$ cat src/rtl/switch_input_buffer.sv
// rtl/switch_input_buffer.sv - per-input-port flit FIFO with busy/stall handshake and framing check
`ifndef FTYPEWD
`define FTYPEWD 3
`endif

module switch_input_buffer #(
  parameter int FLIT_WIDTH = 80,
  parameter int DEPTH      = 4,
  parameter int N_OUT      = 3,
  parameter int SLACK      = 1
) (
  input  logic                  clk,
  input  logic                  rst,
  input  logic [FLIT_WIDTH-1:0] FLIT_in,
  input  logic                  VALID_in,
  output logic                  BUSY_out,
  output logic [FLIT_WIDTH-1:0] FLIT_out,
  output logic                  VALID_out,
  input  logic [N_OUT-1:0]      NACK_in,
  output logic                  overflow_err,
  output logic                  proto_err
);

  localparam int PW = $clog2(DEPTH);
  localparam int CW = PW + 1;

  localparam logic [`FTYPEWD-1:0] T_HEAD = `FTYPEWD'(1);
  localparam logic [`FTYPEWD-1:0] T_PAYL = `FTYPEWD'(2);
  localparam logic [`FTYPEWD-1:0] T_TAIL = `FTYPEWD'(3);
  localparam logic [`FTYPEWD-1:0] T_SING = `FTYPEWD'(4);

  typedef enum logic {S_IDLE, S_IN_PKT} state_t;

  logic [FLIT_WIDTH-1:0] mem [DEPTH];
  logic [PW-1:0]         rd_ptr, wr_ptr;
  logic [CW-1:0]         count, count_next;
  logic                  push, pop;
  logic [`FTYPEWD-1:0]   ftype;
  state_t                state, state_next;
  logic                  frame_viol;

  assign VALID_out  = (count != '0);
  assign FLIT_out   = mem[rd_ptr];
  assign pop        = VALID_out & ~|NACK_in;
  // A full FIFO still accepts when the head leaves in the same cycle.
  assign push       = VALID_in & ((count < CW'(DEPTH)) | pop);
  assign count_next = count + CW'(push) - CW'(pop);
  assign ftype      = FLIT_in[`FTYPEWD-1:0];

  always_ff @(posedge clk) begin
    if (push) mem[wr_ptr] <= FLIT_in;
  end

  always_ff @(posedge clk) begin
    if (rst) begin
      count        <= '0;
      rd_ptr       <= '0;
      wr_ptr       <= '0;
      BUSY_out     <= 1'b0;
      overflow_err <= 1'b0;
      proto_err    <= 1'b0;
    end else begin
      count        <= count_next;
      if (push) wr_ptr <= wr_ptr + PW'(1);
      if (pop)  rd_ptr <= rd_ptr + PW'(1);
      BUSY_out     <= (count_next >= CW'(DEPTH - SLACK));
      overflow_err <= overflow_err | (VALID_in & ~push);
      proto_err    <= proto_err | frame_viol;
    end
  end

  always_ff @(posedge clk) begin
    if (rst) state <= S_IDLE;
    else     state <= state_next;
  end

  always_comb begin
    state_next = state;
    if (push) begin
      case (ftype)
        T_HEAD:  state_next = S_IN_PKT;
        T_PAYL:  state_next = state;
        T_TAIL:  state_next = S_IDLE;
        T_SING:  state_next = S_IDLE;
        default: state_next = state;
      endcase
    end
  end

  always_comb begin
    frame_viol = 1'b0;
    if (push) begin
      case (ftype)
        T_HEAD:  frame_viol = (state == S_IN_PKT);
        T_PAYL:  frame_viol = (state == S_IDLE);
        T_TAIL:  frame_viol = (state == S_IDLE);
        T_SING:  frame_viol = (state == S_IN_PKT);
        default: frame_viol = 1'b1;
      endcase
    end
  end

endmodule

$ cat config.mk
export PLATFORM = sky130hd
export DESIGN_NAME = switch_input_buffer
export DESIGN_NICKNAME = d
export VERILOG_FILES = /design/src/rtl/switch_input_buffer.sv
export SDC_FILE = /design/constraint.sdc
export NUM_CORES = 1
export LEC_CHECK = 0
export ABC_CLOCK_PERIOD_IN_PS = 3920
export CAP_MARGIN = 20
export CELL_PAD_IN_SITES_DETAIL_PLACEMENT = 0
export CELL_PAD_IN_SITES_GLOBAL_PLACEMENT = 1
export CORE_ASPECT_RATIO = 0.7
export CORE_MARGIN = 8
export CORE_UTILIZATION = 45
export CTS_CLUSTER_SIZE = 8
export DETAILED_ROUTE_END_ITERATION = 12
export PLACE_DENSITY_LB_ADDON = 0.1
export SYNTH_ARGS = -nofsm -noshare
export SYNTH_HDL_FRONTEND = slang
export SYNTH_SLANG_ARGS = --single-unit
export TNS_END_PERCENT = 50
$ cat constraint.sdc
create_clock -name clk -period 3.92 [get_ports clk]
set_clock_uncertainty 0.2 [all_clocks]
set_input_delay 0.784 -clock clk [delete_from_list [all_inputs] [get_ports clk]]
set_output_delay 0.784 -clock clk [all_outputs]
set_load 0.1 [all_outputs]
==> results_dict.tcl, run 1 <==
set metrics [dict create \
    cts_root_buf "clkbuf_16" \
    grt_overflow_total 0 \
    finalSetupViolations 0 \
    syn_to_final_growth_pct 27.5 \
    setup_ws_ps 365 \
    dominantRegCellSynth "edfxtp_1" \
    fmax_mhz 281 \
    tightest_slew_ps 978 \
    holdPathStages 2 \
    cap_viol_max_count 0 \
    synth.top_cell.area_share 0.790 \
    postSynthCellCount 489 \
    htreeDepth 2 \
    critical_path_depth 3 \
    critical-path-top-delay-family "buffers and inverters" \
    layoutNonFillerInstCount 1074 \
    port_buffers 169 \
    finalWirelength_um 24600 \
    avgViaCountPerCell 5.24 \
    gp_congestion 0.718 \
    rr_worst_depth 9 \
    yosysSeqAreaShare 0.811 \
    die_area_sq_um 32600 \
    initial_core_util 0.456 \
    synth_commonest_cells "320 x edfxtp_1, 80 x mux4_2, 13 x dfxtp_1, 11 x clkbuf_1" \
    yosys-top-cells-area "edfxtp_1 79%, mux4_2 15%, dfxtp_1 2.1%" \
    worst-path-buf-inv 2 \
    syn-num-nets 582 \
    p_leak_uw 0.00505 \
    fp.dieH_um 154 \
    outcome "completed" \
    critPathMaxFanout 6 \
    synth_warnings 0 \
    max_stage_delay_ps 990 \
    cts_tree "yes" \
    dr.pass1.iters 4 \
    fp.dieW_um 213 \
    clk_latency_ps 530 \
    drc 0 \
    cp-end-kind "primary output" \
    critPathArrivalTime_ps 2570 \
    met2_usage 0.234 \
    wl_per_cell_um 22.9 \
    hpwl_um 15500 \
    finalCritPeriodShare 0.907 \
    path_clk_slew_ps 50 \
    ys_seq_elements 333 \
    postRouteAntennaNets 0 \
    synth_edf_count 320 \
    max_slew_margin 0.346 \
    met1_usage 0.211 \
    required_ps 2940 \
    antenna_found_initial 3 \
    yosys.area.top_type "edfxtp_1" \
    grt_pass1_vias 6250 \
    grt.total_usage 0.153 \
    grt_max_degree 40 \
    finalInstanceArea_sq_um 15500 \
    hold_viol_final 0 \
    crit_chain "nor3_1 > inv_1 > clkdlybuf4s50_1" \
    fin_crit_ps 3550 \
    async_flop_share 0 \
    drv_slew 0 \
    yosysMostFrequentCell "edfxtp_1" \
    grt_use_met3 0.0483 \
    coreArea_sq_um 26700 \
    dp_slack_ps 436 \
    vdd_drop_max_mv 0.454 \
    drtIter0Drc 318 \
    nets 793 \
    nFillCells 1971 \
    drive_gt1_frac 0.330 \
    min_path_type "flop to flop" \
    post-cts-setup-buffers 0 \
    cts_inserted_buffers 47 \
    place_area_sq_um 14300 \
    worstSetupStartpointType "flop" \
    worstSetupPathType "flop to primary output" \
    clk_path_buf_depth 3 \
    boundaryPins 170 \
    grt_setup_unrepaired "false" \
    top_usage_layer "met2" \
    hold_buffers 0 \
    clkSinkCount 333 \
    dp.cells 1015 \
    p_per_area_nw_per_um2 663 \
    cts_resized 0 \
    num_antenna_cells 0 \
    vias 5630 \
    setup-tns-final_ps 0 \
    cp_slowest_cell "clkdlybuf4s50_1" \
    synthesis.area_sq_um 12200 \
    syn_avg_cell_area_sq_um 24.9 \
    grt_pass1_wl_um 37700 \
    num_rows 50 \
    yosysUniqueCellTypes 32 \
]
==> flip-flops by register name (all words and copies together), names as in the netlist, named ones only <==
| name | flops |
|---|---|
| BUSY_out | 1 |
| count | 3 |
| mem | 320 |
| overflow_err | 1 |
| proto_err | 1 |
| rd_ptr | 2 |
| state | 1 |
| wr_ptr | 2 |
==> where the power goes <==
group | internal [uW] | switching (uW) | leakage, uW
combinational | 640 | 1850 | 0.00140
sequential | 4250 | 90.1 | 0.00304
clock | 2130 | 1320 | 0.000606
==> path summary, 6_finish.rpt <==
| kind | slack (ps) | end | startpoint |
|---|---|---|---|
| max | 370 | VALID_out | count[2]$_SDFF_PP0_ |
| min | 280 | flop | rd_ptr[1]$_SDFFE_PP0P_ |
| max reg2reg | 1230 | BUSY_out$_SDFF_PP0_ | count[2]$_SDFF_PP0_ |
| min reg2reg | 280 | flop | rd_ptr[1]$_SDFFE_PP0P_ |
==> logic make-up after synthesis <==
family / synth area share
adder cells (fa/ha/maj): 0.00782
flip-flops: 0.811
buffers and inverters: 0.00946
AO/OA/AOI/OAI: 0.0107
XOR/XNOR: 0.00195
AND/OR/NAND/NOR: 0.0107
multiplexers: 0.148
==> cell type report <==
type | instances | area [sq um] | area share
inverters | 8 | 30.0 | 0.00194
flip-flops and latches | 333 | 9880 | 0.637
clock inverters | 4 | 31.3 | 0.00202
well taps | 364 | 455 | 0.0294
repair buffers | 182 | 1710 | 0.110
multi-input cells | 128 | 2200 | 0.142
clock buffers | 55 | 1210 | 0.0777
==> through the flow <==
step                      power (uW)  utilization  hold slack, ps
final                          10300        0.582             278
after CTS                      10400        0.582             280
after detailed placement        6930        0.536             268
after floorplan                 6260            -             253
after global placement          6890        0.536             258
after global routing           10700        0.582             306
==> routing by layer <==
metal	vias to the layer above	part of all wire
met5	-	0.0017
met4	6	0.014
met3	38	0.068
met2	160	0.48
met1	2917	0.44
li1	2509	-
==> worst reg2reg max path: stages (launching register included) <==
cell	delay [ps]
dfxtp_1	380
nor3_1	570
nor2_1	120
ha_1	300
inv_1	40
ha_1	180
fa_1	370
xor3_1	200
nor2_1	60
a21o_1	170
==> cell usage in the layout (no fill, tap or decap), types with 2 or more instances in the layout <==
cell type / n
and3_4: 4
nor2b_1: 2
inv_1: 8
edfxtp_1: 320
inv_6: 3
dfxtp_4: 2
nor2_1: 3
dfxtp_1: 11
o21ai_0: 3
o41ai_1: 2
clkdlybuf4s50_1: 89
nand3_1: 2
clkbuf_16: 47
a31oi_1: 2
clkbuf_1: 8
buf_4: 83
ha_1: 6
buf_12: 10
nand2_1: 3
mux4_2: 80
a21oi_1: 6
Power figures use the tool's default switching activity.
==> run 2: changes to the inputs <==
- SLEW_MARGIN: not set -> 5
==> results of run 2 <==
Same layout as run 1: the final DEF is identical, and so are final timing and power.
==> run 3: changes to the inputs <==
- CORE_MARGIN: 8 -> not set
==> results_dict.tcl, run 3 (same netlist as run 1, synthesis figures left out) <==
set metrics [dict create \
    dr.pass1.iters 4 \
    path_clk_slew_ps 50 \
    critical-path-top-delay-family "buffers and inverters" \
    drtIter0Drc 323 \
    p_per_area_nw_per_um2 666 \
    p_seq_frac 0.417 \
    fp.dieH_um 140 \
    avgViaCountPerCell 5.22 \
    num_antenna_cells 0 \
    min_path_type "flop to flop" \
    antenna_found_initial 0 \
    r2r_slack_ps 1340 \
    holdPathStages 2 \
    finalSetupViolations 0 \
    fp.dieW_um 199 \
    cp-end-kind "primary output" \
    cts_inserted_buffers 47 \
    gp_congestion 0.715 \
    port_buffers 169 \
    drive_gt1_frac 0.325 \
    hold_buffers 0 \
    tightest_slew_ps 966 \
    setup-tns-final_ps 0 \
    vdd_drop_max_mv 0.414 \
    clkSinkCount 333 \
    max_stage_delay_ps 980 \
    die_area_sq_um 27700 \
    grt_overflow_total 0 \
    hp-start "rd_ptr[1]$_SDFFE_PP0P_" \
    worstSetupStartpointType "flop" \
    finalWirelength_um 23300 \
    critPathArrivalTime_ps 2460 \
    combinationalPowerShare 0.240 \
    power.net_switching_uw 3240 \
    fmax_mhz 290 \
    nets 794 \
    ff_latch_area_sq_um 9880 \
    hold_viol_final 0 \
    cts_root_buf "clkbuf_16" \
    timing.rr.end "BUSY_out$_SDFF_PP0_" \
    layout_commonest_cell "edfxtp_1" \
    nFillCells 1900 \
    syn_to_final_growth_pct 28.0 \
    critPathMaxFanout 6 \
    setup_ws_ps 474 \
    final_cell_mix "320 x edfxtp_1, 89 x clkdlybuf4s50_1, 84 x buf_4, 80 x mux4_2, 49 x clkbuf_16" \
    grt.total_usage 0.176 \
    cap_viol_max_count 0 \
    grt_pass1_wl_um 35700 \
    finalCritPeriodShare 0.879 \
    p_int_uw 7130 \
    reg_top3 "mem (320), count (3)" \
    grt_pass1_vias 6132 \
    p_sw_frac 0.313 \
    grt_max_degree 81 \
    multi_input_area_sq_um 2200 \
    rr_worst_depth 9 \
    p_leak_uw 0.00507 \
    clk_latency_ps 530 \
    max_slew_margin 0.354 \
    drv_slew 0 \
    cts_tree "yes" \
    boundaryPins 170 \
    dp_slack_ps 400 \
    cp_slowest_cell "clkdlybuf4s50_1" \
    regMostFlops "mem" \
    worst-path-buf-inv 2 \
    post-cts-setup-buffers 0 \
    htreeDepth 2 \
    num_rows 49 \
    p_clk_frac 0.342 \
    hpwl_um 14200 \
    outcome "completed" \
    largest_reg_flops 320 \
    postRouteAntennaNets 0 \
    drc 0 \
    fin_crit_ps 3450 \
    required_ps 2940 \
    grt_setup_unrepaired "false" \
    worstSetupPathType "flop to primary output" \
    cts_resized 0 \
    wl_per_cell_um 21.7 \
    crit_chain "nor3_1 > inv_1 > clkdlybuf4s50_1" \
    initial_core_util 0.466 \
    coreArea_sq_um 26100 \
    clk_path_buf_depth 3 \
    vias 5619 \
    r2r_start "count[2]$_SDFF_PP0_" \
]
-- run 3: how the worst max path moves through the flow --
stage | from | to | cells past startpoint
after floorplan | NACK_in[1] | mem[0][0]$_DFFE_PP_ | 2
after global placement | NACK_in[1] | BUSY_out$_SDFF_PP0_ | 10
final | count[2]$_SDFF_PP0_ | VALID_out | 3
after global routing | count[2]$_SDFF_PP0_ | VALID_out | 3
after CTS | count[2]$_SDFF_PP0_ | VALID_out | 3
after detailed placement | NACK_in[1] | BUSY_out$_SDFF_PP0_ | 10
-- run 3: layout make-up --
cell class	instances	area share
repair buffers	183	0.111
flip-flops and latches	333	0.634
multi-input cells	128	0.141
clock buffers	66	0.0828
well taps	357	0.0287
clock inverters	1	0.000321
inverters	8	0.00193
-- run 3: stage by stage --
stage	hold slack [ps]	instance area, sq um	std cells	utilization	power, uW
floorplan	253	12200	489	-	6260
finish	289	15600	1076	0.596	10400
global placement	276	14300	1009	0.547	6870
detailed placement	275	14300	1009	0.547	6910
global route	326	15600	1076	0.596	10700
CTS	289	15600	1076	0.596	10500
-- run 3: routing by layer --
layer | up-vias | track usage | routed length, um
li1 | 2524 | - | -
met1 | 2898 | 0.240 | 10300
met2 | 159 | 0.280 | 11300
met3 | 38 | 0.0460 | 1390
met4 | 0 | 0.0530 | 423
met5 | - | 0 | 0
-- run 3: power by group through the flow --
| stage | Clock [uW] | Combinational, uW | Sequential (uW) |
|---|---|---|---|
| after global placement | 0 | 2500 | 4380 |
| after detailed placement | 0 | 2520 | 4400 |
| after CTS | 3650 | 2520 | 4330 |
| after floorplan | 0 | 1810 | 4440 |
| after global routing | 3790 | 2590 | 4350 |
| final | 3550 | 2490 | 4330 |
-- run 3: worst register-to-register path, stage by stage, from the launching register on --
cell and delay [ps]:
dfxtp_1 380, nor3_1 490, nor2_1 110, ha_1 290, inv_1 40, ha_1 180
fa_1 380, xor3_1 200, nor2_1 50, a21o_1 170
